$ cat config.mk
export PLATFORM = sky130hd
export DESIGN_NAME = device_xbar
export DESIGN_NICKNAME = d
export VERILOG_FILES = /design/src/rtl/bus_pkg.sv /design/src/rtl/addr_decode.sv /design/src/rtl/device_xbar.sv
export SDC_FILE = /design/constraint.sdc
export NUM_CORES = 1
export LEC_CHECK = 0
export ABC_CLOCK_PERIOD_IN_PS = 3900
export CORE_MARGIN = 2
export CORE_UTILIZATION = 42
export DETAILED_ROUTE_END_ITERATION = 7
export GPL_ROUTABILITY_DRIVEN = 0
export PLACE_DENSITY = 0.87
export SYNTH_ARGS = -nofsm -noshare
export SYNTH_HDL_FRONTEND = slang
export SYNTH_SLANG_ARGS = --single-unit
$ cat constraint.sdc
create_clock -name clk -period 3.9 [get_ports clk]
set_clock_uncertainty 0.1 [all_clocks]
set_input_delay 0.585 -clock clk [delete_from_list [all_inputs] [get_ports clk]]
set_output_delay 0.585 -clock clk [all_outputs]
set_load 0.02 [all_outputs]
$ cat src/rtl/bus_pkg.sv
// Shared definitions for the device crossbar: handshake states, default
// address map and the wait-counter sizing helper.
package bus_pkg;

  typedef enum logic [1:0] {
    ST_IDLE   = 2'd0,
    ST_ACCESS = 2'd1,
    ST_ACK    = 2'd2,
    ST_ERR    = 2'd3
  } state_e;

  // Slave 0 occupies the least significant 32 bits of each packed map.
  localparam logic [127:0] DEFAULT_SLAVE_BASE =
    {32'h0010_0200, 32'h0010_0100, 32'h0010_0000, 32'h0000_0000};
  localparam logic [127:0] DEFAULT_SLAVE_SIZE =
    {32'h0000_0100, 32'h0000_0100, 32'h0000_0100, 32'h0010_0000};

  function automatic int cnt_width(input int timeout);
    return $clog2(timeout + 1);
  endfunction

endpackage

$ cat src/rtl/addr_decode.sv
// Combinational window decode: first (lowest index) slave whose
// [base, base+size) window contains the address, plus the in-window offset.
module addr_decode
  import bus_pkg::*;
#(
  parameter int NUM_SLAVES = 4,
  parameter int ADDR_W     = 32,
  parameter int IDX_W      = 2,
  parameter logic [NUM_SLAVES*ADDR_W-1:0] SLAVE_BASE = DEFAULT_SLAVE_BASE,
  parameter logic [NUM_SLAVES*ADDR_W-1:0] SLAVE_SIZE = DEFAULT_SLAVE_SIZE
) (
  input  logic [ADDR_W-1:0] addr,
  output logic              hit,
  output logic [IDX_W-1:0]  index,
  output logic [ADDR_W-1:0] offset
);

  logic [ADDR_W:0] addr_x;
  logic [ADDR_W:0] base_x;
  logic [ADDR_W:0] limit_x;

  assign addr_x = {1'b0, addr};

  // One extra bit keeps a window ending exactly at 2^ADDR_W from wrapping.
  // Scanning downwards lets the lowest matching index overwrite the result.
  always_comb begin
    hit     = 1'b0;
    index   = '0;
    offset  = '0;
    base_x  = '0;
    limit_x = '0;
    for (int i = NUM_SLAVES - 1; i >= 0; i--) begin
      base_x  = {1'b0, SLAVE_BASE[i*ADDR_W +: ADDR_W]};
      limit_x = base_x + {1'b0, SLAVE_SIZE[i*ADDR_W +: ADDR_W]};
      if ((addr_x >= base_x) && (addr_x < limit_x)) begin
        hit    = 1'b1;
        index  = IDX_W'(i);
        offset = addr - base_x[ADDR_W-1:0];
      end
    end
  end

endmodule

$ cat src/rtl/device_xbar.sv
// Single-master to N-slave crossbar with a four-phase strobe/ack handshake,
// unmapped-address and timeout bus errors, and abort on strobe release.
module device_xbar
  import bus_pkg::*;
#(
  parameter int NUM_SLAVES = 4,
  parameter int ADDR_W     = 32,
  parameter int DATA_W     = 16,
  parameter logic [NUM_SLAVES*ADDR_W-1:0] SLAVE_BASE = DEFAULT_SLAVE_BASE,
  parameter logic [NUM_SLAVES*ADDR_W-1:0] SLAVE_SIZE = DEFAULT_SLAVE_SIZE,
  parameter int TIMEOUT    = 255
) (
  input  logic                         clk,
  input  logic                         reset,
  input  logic                         master_ds,
  input  logic [ADDR_W-1:0]            master_addr,
  input  logic [DATA_W-1:0]            master_write,
  output logic [DATA_W-1:0]            master_read,
  output logic                         master_ack,
  output logic                         master_berr,
  output logic [NUM_SLAVES-1:0]        slave_ds,
  output logic [ADDR_W-1:0]            slave_addr,
  output logic [DATA_W-1:0]            slave_write,
  input  logic [NUM_SLAVES*DATA_W-1:0] slave_read,
  input  logic [NUM_SLAVES-1:0]        slave_ack,
  output logic                         busy
);

  localparam int IDX_W = (NUM_SLAVES > 1) ? $clog2(NUM_SLAVES) : 1;
  localparam int CW    = cnt_width(TIMEOUT);

  state_e            state;
  logic [IDX_W-1:0]  sel;
  logic [CW-1:0]     wait_cnt;

  logic              dec_hit;
  logic [IDX_W-1:0]  dec_index;
  logic [ADDR_W-1:0] dec_offset;

  addr_decode #(
    .NUM_SLAVES (NUM_SLAVES),
    .ADDR_W     (ADDR_W),
    .IDX_W      (IDX_W),
    .SLAVE_BASE (SLAVE_BASE),
    .SLAVE_SIZE (SLAVE_SIZE)
  ) u_decode (
    .addr   (master_addr),
    .hit    (dec_hit),
    .index  (dec_index),
    .offset (dec_offset)
  );

  // Handshake: the master holds master_ds until it sees master_ack or
  // master_berr, then releases it; the flag drops the cycle after release.
  // A slave completes by raising slave_ack while its slave_ds is high.
  always_ff @(posedge clk) begin
    if (reset) begin
      state       <= ST_IDLE;
      sel         <= '0;
      wait_cnt    <= '0;
      slave_ds    <= '0;
      slave_addr  <= '0;
      slave_write <= '0;
      master_read <= '0;
      master_ack  <= 1'b0;
      master_berr <= 1'b0;
      busy        <= 1'b0;
    end else begin
      case (state)
        ST_IDLE: begin
          if (master_ds) begin
            busy <= 1'b1;
            if (dec_hit) begin
              sel         <= dec_index;
              slave_addr  <= dec_offset;
              slave_write <= master_write;
              slave_ds    <= NUM_SLAVES'(1) << dec_index;
              wait_cnt    <= '0;
              state       <= ST_ACCESS;
            end else begin
              master_berr <= 1'b1;
              state       <= ST_ERR;
            end
          end
        end

        // Abort beats ack, and ack beats timeout on the same cycle.
        ST_ACCESS: begin
          wait_cnt <= wait_cnt + 1'b1;
          if (!master_ds) begin
            slave_ds <= '0;
            busy     <= 1'b0;
            state    <= ST_IDLE;
          end else if (slave_ack[sel]) begin
            master_read <= slave_read[sel*DATA_W +: DATA_W];
            slave_ds    <= '0;
            master_ack  <= 1'b1;
            state       <= ST_ACK;
          end else if (wait_cnt == CW'(TIMEOUT - 1)) begin
            slave_ds    <= '0;
            master_berr <= 1'b1;
            state       <= ST_ERR;
          end
        end

        ST_ACK: begin
          if (!master_ds) begin
            master_ack <= 1'b0;
            busy       <= 1'b0;
            state      <= ST_IDLE;
          end
        end

        ST_ERR: begin
          if (!master_ds) begin
            master_berr <= 1'b0;
            busy        <= 1'b0;
            state       <= ST_IDLE;
          end
        end

        default: state <= ST_IDLE;
      endcase
    end
  end

endmodule

==> results of run 1 <==
-- where the power goes --
group	internal [mW]	total, mW	switching, mW
Sequential	0.855	0.864	0.00889
Clock	0.371	0.706	0.336
Combinational	0.153	0.253	0.0992
-- state kept, by name, indices dropped and copies added, names as in the netlist --
signal / cells
state: 2
master_read: 16
sel: 2
slave_addr: 32
master_ack: 1
slave_write: 16
wait_cnt: 8
busy: 1
slave_ds: 4
master_berr: 1
-- cells by family (layout without fill, tap and decap cells) --
family | Yosys count | in the layout | share of synthesized area, %
XOR/XNOR | 3 | 3 | 0.613
adder cells (fa/ha/maj) | 11 | 11 | 3.21
multiplexers | 18 | 18 | 9.16
AO/OA/AOI/OAI | 118 | 118 | 17.8
AND/OR/NAND/NOR | 227 | 227 | 26.7
flip-flops | 83 | 83 | 38.7
buffers and inverters | 37 | 234 | 3.79
-- final timing paths --
path / start / to / slack, ps / cells past startpoint
worst max-delay path: master_addr[8] / slave_ds[0]$_SDFFE_PP0P_ / 310 / 10
worst min-delay path: slave_addr[31]$_SDFFE_PP0P_ / slave_addr[31]$_SDFFE_PP0P_ / 350 / 2
worst max register to register: state[0]$_SDFFE_PP0P_ / slave_addr[21]$_SDFFE_PP0P_ / 1320 / 7
worst min register to register: slave_addr[31]$_SDFFE_PP0P_ / slave_addr[31]$_SDFFE_PP0P_ / 350 / 2
-- per-layer routing --
| metal | track usage (%) | vias up |
|---|---|---|
| li1 | - | 2180 |
| met1 | 31.4 | 2169 |
| met2 | 41.7 | 262 |
| met3 | 6.74 | 55 |
| met4 | 8.29 | 0 |
| met5 | 0 | - |
-- synth_stat cells, types with 9 or more instances --
cell and n:
sky130_fd_sc_hd__ha_1 11, sky130_fd_sc_hd__dfxtp_1 83, sky130_fd_sc_hd__inv_1 9, sky130_fd_sc_hd__clkbuf_1 21, sky130_fd_sc_hd__nor2_1 21, sky130_fd_sc_hd__a21oi_1 58, sky130_fd_sc_hd__mux4_2 17, sky130_fd_sc_hd__o21ai_0 18
sky130_fd_sc_hd__nand3_1 14, sky130_fd_sc_hd__nand2_1 115, sky130_fd_sc_hd__nor3_1 13
-- stage by stage --
stage	area, um2	cells	util [%]	setup slack, ps	power, mW
floorplan	4290	497	-	728	0.961
global placement	6390	811	64.8	166	1.12
detailed placement	6390	811	64.8	53.6	1.13
CTS	6620	827	67.1	386	1.83
global route	6620	827	67.1	189	1.89
finish	6620	827	67.1	312	1.82
-- worst reg2reg max path, delay by kind of cell (launching register included) --
family          cells  cell delay, ps
simple gates        5            1440
flops               1             430
compound gates      2             480
-- placed cells by master, fill, tap and decap left out, drive strengths merged, types with 3 or more instances in the layout --
cell type	n
nand3	14
and2	9
mux4	17
ha	11
o211ai	6
a21boi	6
nor3b	6
nor3	13
a21oi	58
nand4	6
o21ai	18
nand2	115
buf	21
inv	12
dfxtp	83
a2111oi	3
and3	8
or3	8
nor2b	5
nor2	21
a311oi	5
or4	4
nor4	8
a211oi	3
clkdlybuf4s50	188
clkbuf	9
a211o	3
-- cell type report --
type                    instances  area, um2  area share (%)
clock buffers                   9        124            1.87
clock inverters                 7        105            1.59
inverters                       9       33.8           0.510
multi-input cells             377       2470            37.3
flip-flops and latches         83       1660            25.1
well taps                     133        166            2.51
repair buffers                209       2060            31.1
==> results.json, run 1 <==
{
  "synth_flop_cell": "sky130_fd_sc_hd__dfxtp_1",
  "cell_by_cell_listing_of_the_critical_path": "clkdlybuf4s50_1 > inv_1 > ha_1 > or4b_2 > o211a_1 > nor4_1 > o211ai_1 > a21oi_1 > or4b_1 > a21oi_1",
  "wire_length_of_the_first_global_routing_pass_um": 22900,
  "cts_resized": 0,
  "critPathMostFrequentCell": "sky130_fd_sc_hd__a21oi_1",
  "wire_per_inst_um": 16.8,
  "drive_above_1_share_pct": 10.5,
  "worstSetupStartpointType": "input port",
  "ys_seq_area_share_pct": 38.7,
  "dieHeight_um": 105,
  "power.ir.vdd_worst_v": 0.000193,
  "dr.max_layer_used": "met4",
  "clk_transition_reported_paths_ps": 90,
  "power.static_leakage_nw": 2.28,
  "clock_insertion_delay_worst_skew_ps": 350,
  "grt_setup_unrepaired": "false",
  "initial_antenna_violation_count": 0,
  "max_clock_freq_mhz": 279,
  "synth_edf_count": 0,
  "grt_pass1_vias": 4715,
  "core_region_area_um2": 9860,
  "timing_worst_slew_pin_value_ps": 820,
  "flow.area_growth_from_synthesis_pct": 54.4,
  "dr.first_iter.drc_count": 311,
  "tritoncts_num_sinks": 83,
  "synth-seq-cells": 83,
  "final_hold_viol_count": 0,
  "synth_top_area_share_pct": 38.7,
  "cts_h_tree_depth": 3,
  "grt_start_max_net_pins": 65,
  "post_synthesis_net_count": 627,
  "critPathTopFamily": "simple AND/OR/NAND/NOR gates",
  "timing.critical_path.buf_inv": 2,
  "finalSetupViolations": 0,
  "asyncSetResetFlopFracSynth_pct": 0,
  "tritoncts.num_buffers": 9,
  "cp_max_fo": 8,
  "post_synth_instance_area_um2": 4290,
  "timing.final.crit_share_pct": 92.0,
  "cts-hold-fix-buffers": 0,
  "synth_area_per_inst_um2": 8.63,
  "critical_path.endpoint_type": "register",
  "synth.yosys.warnings": 0,
  "grtUsageTotal_pct": 25.1,
  "io_pins": 190,
  "hold_ws_ps": 349,
  "cts_buffer_depth": 2,
  "num_antenna_cells": 0,
  "num_vias": 4666,
  "initial_utilization_pct": 43.5,
  "hold_class": "register to register",
  "route.detailed.vias_per_inst": 5.64,
  "yosys.cell_types.count": 61,
  "length_of_routed_met2_wiring_um": 6710,
  "wirelength_met1_um": 5550,
  "dieArea_um2": 11000,
  "netlist_top_cells_area": "sky130_fd_sc_hd__dfxtp_1 (39%), sky130_fd_sc_hd__nand2_1 (10%), sky130_fd_sc_hd__mux4_2 (8.9%), sky130_fd_sc_hd__a21oi_1 (6.8%), sky130_fd_sc_hd__ha_1 (3.2%)",
  "maxSlewHeadroom_pct": 43.9,
  "route.met3.wl_um": 1220,
  "grt_overflow_total": 0,
  "drt-total-wl_um": 13900,
  "critical_path.slowest_cell": "sky130_fd_sc_hd__or4b_2",
  "fp.dieW_um": 105,
  "cp_data_arrival_time_ps": 3700,
  "cp_data_required_time_ps": 4010,
  "num_rows": 36,
  "n_fill_cell": 787,
  "number_of_buffer_cells_added_on_primary_ports": 189,
  "detail-route-antenna-nets": 0,
  "final_period_minus_worst_setup_slack_ps": 3590,
  "drt_pass1_iterations": 7,
  "cellPowerDensity_nw_per_um2": 275,
  "cts_root_buffer": "sky130_fd_sc_hd__clkbuf_8",
  "max_stage_delay_ps": 600,
  "crit_type": "input port to register",
  "cap_viol_max_count": 0,
  "setup_total_negative_slack_ps": 0,
  "synthesis.instances": 497,
  "tritoncts_clock_tree": "done",
  "slew_viol_final": 0,
  "fin_nets": 819,
  "post-cts-setup-buffer-count": 0,
  "outcome": "completed",
  "detailed_place_hpwl_um": 10700,
  "drc": 0,
  "synth_area_leader_cell": "sky130_fd_sc_hd__dfxtp_1"
}
No activity file was read; power rests on OpenSTA's default activity.
==> inputs of run 2 (changes only) <==
GPL_TIMING_DRIVEN = 0   (was unset)
==> run 2 against run 1 <==
Sequential cell count did not move. Clock power up 2%. Fmax down 3.3%. Total power grew 0.68%. Via count barely moved. Register-to-register slack got worse by 300 ps. Sequential power about the same. Largest cell class unchanged. Highest routed layer unchanged.
==> results.json, run 2 (synthesized netlist as in run 1, its figures left out) <==
{
  "outcome": "completed",
  "final_common_cell": "sky130_fd_sc_hd__clkdlybuf4s50_1",
  "slew_viol_final": 0,
  "initial_antenna_violation_count": 0,
  "cell_by_cell_listing_of_the_critical_path": "clkdlybuf4s50_1 > inv_1 > ha_1 > or4b_2 > o211a_1 > o21ai_0 > a311o_2 > a21o_1 > clkbuf_1 > o21ai_0 > a21boi_0",
  "flow.area_growth_from_synthesis_pct": 54.6,
  "timing.critical_path.buf_inv": 3,
  "critical_path.endpoint": "wait_cnt[3]$_SDFFE_PP0P_",
  "timing.final.crit_share_pct": 95.1,
  "placement.cell_area_um2": 6350,
  "detailed_place_hpwl_um": 11100,
  "tritoncts.num_buffers": 9,
  "final_period_minus_worst_setup_slack_ps": 3710,
  "timing_worst_slew_pin_value_ps": 795,
  "critical_path.slowest_cell": "sky130_fd_sc_hd__or4b_2",
  "num_rows": 36,
  "most_frequent_cells_in_the_layout": "sky130_fd_sc_hd__clkdlybuf4s50_1 (189), sky130_fd_sc_hd__nand2_1 (115), sky130_fd_sc_hd__dfxtp_1 (83)",
  "cp_data_arrival_time_ps": 3890,
  "rr_startpoint": "state[0]$_SDFFE_PP0P_",
  "r2r.worst_path.cells": 8,
  "dieArea_um2": 11000,
  "max_clock_freq_mhz": 269,
  "clk_transition_reported_paths_ps": 90,
  "cts_buffer_depth": 2,
  "cts_root_buffer": "sky130_fd_sc_hd__clkbuf_8",
  "n_fill_cell": 773,
  "timing.reg2reg.setup_slack_ps": 1020,
  "tritoncts_num_sinks": 83,
  "power.ir.vdd_worst_v": 0.000247,
  "dr.first_iter.drc_count": 239,
  "grt_setup_unrepaired": "false",
  "biggest_register": "slave_addr",
  "wire_length_of_the_first_global_routing_pass_um": 22600,
  "setup_total_negative_slack_ps": 0,
  "regToRegEndpoint": "slave_addr[21]$_SDFFE_PP0P_",
  "critPathTopFamily": "compound AO/OA/AOI/OAI gates",
  "initial_utilization_pct": 43.5,
  "maxSlewHeadroom_pct": 45.6,
  "wire_per_inst_um": 16.7,
  "grtUsageTotal_pct": 25.0,
  "cp_max_fo": 10,
  "crit_start": "master_addr[9]",
  "drc": 0,
  "crit_type": "input port to register",
  "num_antenna_cells": 0,
  "number_of_buffer_cells_added_on_primary_ports": 189,
  "grt_overflow_total": 0,
  "route.detailed.vias_per_inst": 5.56,
  "reg.largest.list": "slave_addr (32), master_read (16), slave_write (16)",
  "power.static_leakage_nw": 2.26,
  "largest_reg_flops": 32,
  "critical_path_cell_count": 11,
  "drt_pass1_iterations": 5,
  "fp.dieW_um": 105,
  "clock_insertion_delay_worst_skew_ps": 360,
  "core_region_area_um2": 9860,
  "cellPowerDensity_nw_per_um2": 277,
  "critPathMostFrequentCell": "sky130_fd_sc_hd__o21ai_0",
  "dieHeight_um": 105,
  "max_stage_delay_ps": 670,
  "grt_start_max_net_pins": 17,
  "detail-route-antenna-nets": 0,
  "io_pins": 190,
  "cap_viol_max_count": 0,
  "design_area_um2": 6630,
  "final_hold_viol_count": 0,
  "hold_class": "register to register",
  "num_vias": 4668,
  "grt_pass1_vias": 4609,
  "tritoncts_clock_tree": "done",
  "finalSetupViolations": 0,
  "drt-total-wl_um": 14000,
  "worstSetupStartpointType": "input port",
  "cp_data_required_time_ps": 4080,
  "drive_above_1_share_pct": 9.21,
  "fin_nets": 831,
  "critical_path.endpoint_type": "register",
  "cts_h_tree_depth": 3
}
## run 2: per-stage QoR
| stage | setup WS, ps | instances | power (mW) | hold WS [ps] | util (%) |
|---|---|---|---|---|---|
| after global placement | -436 | 819 | 1.12 | 328 | 64.4 |
| final | 189 | 839 | 1.83 | 343 | 67.2 |
| after CTS | 112 | 837 | 1.84 | 348 | 66.9 |
| after detailed placement | -537 | 819 | 1.13 | 335 | 64.4 |
| after floorplan | 728 | 497 | 0.961 | 360 | - |
| after global routing | 12.3 | 839 | 1.90 | 371 | 67.2 |
## run 2: cell type report
| class | instances | area [um2] | share of cell area [%] |
|---|---|---|---|
| Tap cell | 133 | 166 | 2.51 |
| Multi-Input combinational cell | 377 | 2480 | 37.4 |
| Clock buffer | 9 | 124 | 1.87 |
| Sequential cell | 83 | 1660 | 25.1 |
| Buffer | 28 | 134 | 2.02 |
| Inverter | 9 | 33.8 | 0.509 |
| Timing Repair Buffer | 193 | 1920 | 29.0 |
| Clock inverter | 7 | 109 | 1.64 |
## run 2: worst min path at each step
stage / startpoint / endpoint / slack [ps] / cells after the start
2_1_floorplan: wait_cnt[6]$_SDFFE_PP0P_ / wait_cnt[6]$_SDFFE_PP0P_ / 360 / 2
3_3_place_gp: slave_addr[31]$_SDFFE_PP0P_ / slave_addr[31]$_SDFFE_PP0P_ / 330 / 2
3_5_place_dp: slave_addr[31]$_SDFFE_PP0P_ / slave_addr[31]$_SDFFE_PP0P_ / 340 / 2
4_1_cts: slave_addr[31]$_SDFFE_PP0P_ / slave_addr[31]$_SDFFE_PP0P_ / 350 / 2
5_1_grt: slave_addr[27]$_SDFFE_PP0P_ / slave_addr[27]$_SDFFE_PP0P_ / 370 / 2
6_report: slave_addr[31]$_SDFFE_PP0P_ / slave_addr[31]$_SDFFE_PP0P_ / 340 / 2
## run 2: power by group
group	leakage [nW]	switching (mW)	internal, mW	total, mW
clock network	0.118	0.348	0.374	0.722
registers	0.670	0.00661	0.855	0.861
logic	1.47	0.100	0.151	0.251
## run 2: what timing repair did
item | in CTS | in global routing
hold buffers | 0 | 0
pin swaps | 1 | 1
endpoints found under the setup margin | 40 | 42
endpoints found under the hold margin | 0 | 0
resized for setup | 1 | 10
setup buffers | 2 | 2
## run 2: tightest hold or removal path: stages (launching register included)
cell	delay, ps
sky130_fd_sc_hd__dfxtp_1	320
sky130_fd_sc_hd__nand2_1	50
sky130_fd_sc_hd__nand2_1	40
## run 2: routing by layer
metal	part of all wire [%]	vias up	GRT usage, %	routed length, um
li1	-	2208	-	-
met1	39	2190	29.7	5520
met2	50	239	44.2	7000
met3	8.8	31	7.05	1230
met4	1.9	0	6.48	261
met5	0	-	0	0
==> inputs of run 3 (changes only) <==
ABC_CLOCK_PERIOD_IN_PS = 3480   (was 3900)
PLACE_DENSITY = 0.89   (was 0.87)
SKIP_CTS_REPAIR_TIMING = 1   (was unset)
clock period = 3.48 ns   (was 3.9 ns; I/O delays follow)
==> run 3 against run 2 <==
Sequential share of layout area fell by 0.44 points. Die area did not move. Total power rose by 9.9%. Global-route usage fell by 0.24 points. Largest power group unchanged. Non-clock buffer count rose by 8. Combinational power rose by 17%. Via count rose by 0.73%. Final cell count rose by 0.95%. Register-to-register slack got worse by 490 ps.
==> results.json, run 3 (synthesized netlist as in run 1, its figures left out) <==
{
  "wire_per_inst_um": 16.9,
  "worstSetupStartpointType": "input port",
  "drt_pass1_iterations": 5,
  "setup_total_negative_slack_ps": 0,
  "final_hold_viol_count": 0,
  "wire_length_of_the_first_global_routing_pass_um": 22300,
  "outcome": "completed",
  "detail-route-antenna-nets": 0,
  "detailed_place_hpwl_um": 11000,
  "timing_worst_slew_pin_value_ps": 805,
  "hold_end": "slave_addr[23]$_SDFFE_PP0P_",
  "cp_data_arrival_time_ps": 3570,
  "largest_reg_flops": 32,
  "tritoncts_clock_tree": "done",
  "grtUsageTotal_pct": 24.8,
  "max_stage_delay_ps": 590,
  "core_region_area_um2": 9860,
  "design_area_um2": 6750,
  "number_of_buffer_cells_added_on_primary_ports": 189,
  "final_period_minus_worst_setup_slack_ps": 3380,
  "min_delay_path_depth": 2,
  "grt_pass1_vias": 4557,
  "most_frequent_cells_in_the_layout": "sky130_fd_sc_hd__clkdlybuf4s50_1 (184), sky130_fd_sc_hd__nand2_1 (115), sky130_fd_sc_hd__dfxtp_1 (83)",
  "drc": 0,
  "final_common_cell": "sky130_fd_sc_hd__clkdlybuf4s50_1",
  "finalCoreUtilization_pct": 68.4,
  "maxSlewHeadroom_pct": 44.9,
  "reg.largest.list": "slave_addr (32), master_read (16), slave_write (16)",
  "drive_above_1_share_pct": 11.2,
  "dieHeight_um": 105,
  "hold_class": "register to register",
  "instances_no_fill": 847,
  "cp_data_required_time_ps": 3670,
  "finalSetupViolations": 0,
  "critical_path.slowest_cell": "sky130_fd_sc_hd__or4_4",
  "drt-total-wl_um": 14300,
  "cap_viol_max_count": 0,
  "io_pins": 190,
  "grt_overflow_total": 0,
  "slew_viol_final": 0,
  "initial_utilization_pct": 43.5,
  "cp_max_fo": 5,
  "tritoncts.num_buffers": 9,
  "num_vias": 4702,
  "power.static_leakage_nw": 2.34,
  "cell_by_cell_listing_of_the_critical_path": "clkdlybuf4s50_1 > nor4_4 > nand3b_1 > or4_4 > a311o_2 > a211oi_4 > or4b_1 > a21oi_1",
  "critical_path.endpoint_type": "register",
  "numPlacedInstances": 819,
  "num_antenna_cells": 0,
  "max_clock_freq_mhz": 296,
  "cts_buffer_depth": 2,
  "r2r.worst_path.cells": 7,
  "clock_insertion_delay_worst_skew_ps": 360,
  "cts_h_tree_depth": 3,
  "timing.hold.worst.start": "slave_addr[23]$_SDFFE_PP0P_",
  "dr.first_iter.drc_count": 368,
  "dieArea_um2": 11000,
  "power.ir.vdd_worst_v": 0.000244,
  "num_rows": 36,
  "timing.reg2reg.setup_slack_ps": 530,
  "route.detailed.vias_per_inst": 5.55,
  "fin_nets": 839,
  "tritoncts_num_sinks": 83,
  "cts_root_buffer": "sky130_fd_sc_hd__clkbuf_8",
  "crit_type": "input port to register",
  "timing.final.crit_share_pct": 97.2,
  "cellPowerDensity_nw_per_um2": 299,
  "biggest_register": "slave_addr",
  "grt_start_max_net_pins": 17,
  "clk_transition_reported_paths_ps": 80,
  "regToRegEndpoint": "slave_ds[1]$_SDFFE_PP0P_",
  "rr_startpoint": "sel[0]$_SDFFE_PP0P_",
  "initial_antenna_violation_count": 0,
  "placement.cell_area_um2": 6350,
  "fp.dieW_um": 105,
  "flow.area_growth_from_synthesis_pct": 57.3
}
-- run 3: cell types whose count changed in the layout (fill, tap and decap cells not counted), sizes merged, moves of 2 or more --
cell           change
clkdlybuf4s50      -5
clkinv             -2
dlymetal6s2s       +5
buf                +9
-- run 3: per-layer routing --
layer	wire, um	vias to the layer above	part of all wire, %	GRT usage (%)
met2	7090	243	49	42.9
met1	5570	2186	39	29.3
li1	-	2220	-	-
met5	0	-	0	0
met3	1250	53	8.7	6.92
met4	428	0	3.0	8.57
-- run 3: where the power goes --
part / internal (mW) / switching (mW) / leakage [nW]
registers: 0.958 / 0.00797 / 0.670
clock network: 0.366 / 0.391 / 0.107
logic: 0.173 / 0.119 / 1.56
total: 1.50 / 0.519 / 2.34
-- run 3: worst max path at each step --
| stage | slack [ps] | from | cells past startpoint | end |
|---|---|---|---|---|
| 2_1_floorplan | 370 | master_addr[9] | 10 | sel[0]$_SDFFE_PP0P_ |
| 3_3_place_gp | -810 | master_addr[9] | 11 | slave_addr[20]$_SDFFE_PP0P_ |
| 3_5_place_dp | -890 | master_addr[9] | 10 | slave_addr[30]$_SDFFE_PP0P_ |
| 4_1_cts | -510 | master_addr[9] | 10 | slave_addr[30]$_SDFFE_PP0P_ |
| 5_1_grt | -7 | master_addr[14] | 10 | sel[1]$_SDFFE_PP0P_ |
| 6_report | 100 | master_addr[25] | 8 | slave_ds[0]$_SDFFE_PP0P_ |
-- run 3: critical path: cells and delay by family --
kind                   cells  cell delay (ps)
and+or+nand+nor            4             1640
AOI/OAI and AO/OA          3              950
buffers and inverters      1              460
-- run 3: layout make-up --
type	count	area, um2
fill	753	3110
multi-input combinational	377	2540
timing repair buffer	202	2010
sequential	83	1660
tap	133	166
clock buffer	10	138
buffer	27	130
clock inverter	6	77.6
inverter	9	33.8
-- run 3: per-stage QoR --
stage / power [mW] / hold slack, ps / worst slack (ps)
4_1_cts: 2.02 / 353 / -511
3_3_place_gp: 1.26 / 331 / -809
2_1_floorplan: 1.08 / 360 / 371
5_1_grt: 2.09 / 366 / -7.00
6_report: 2.02 / 352 / 97.8
3_5_place_dp: 1.27 / 339 / -886
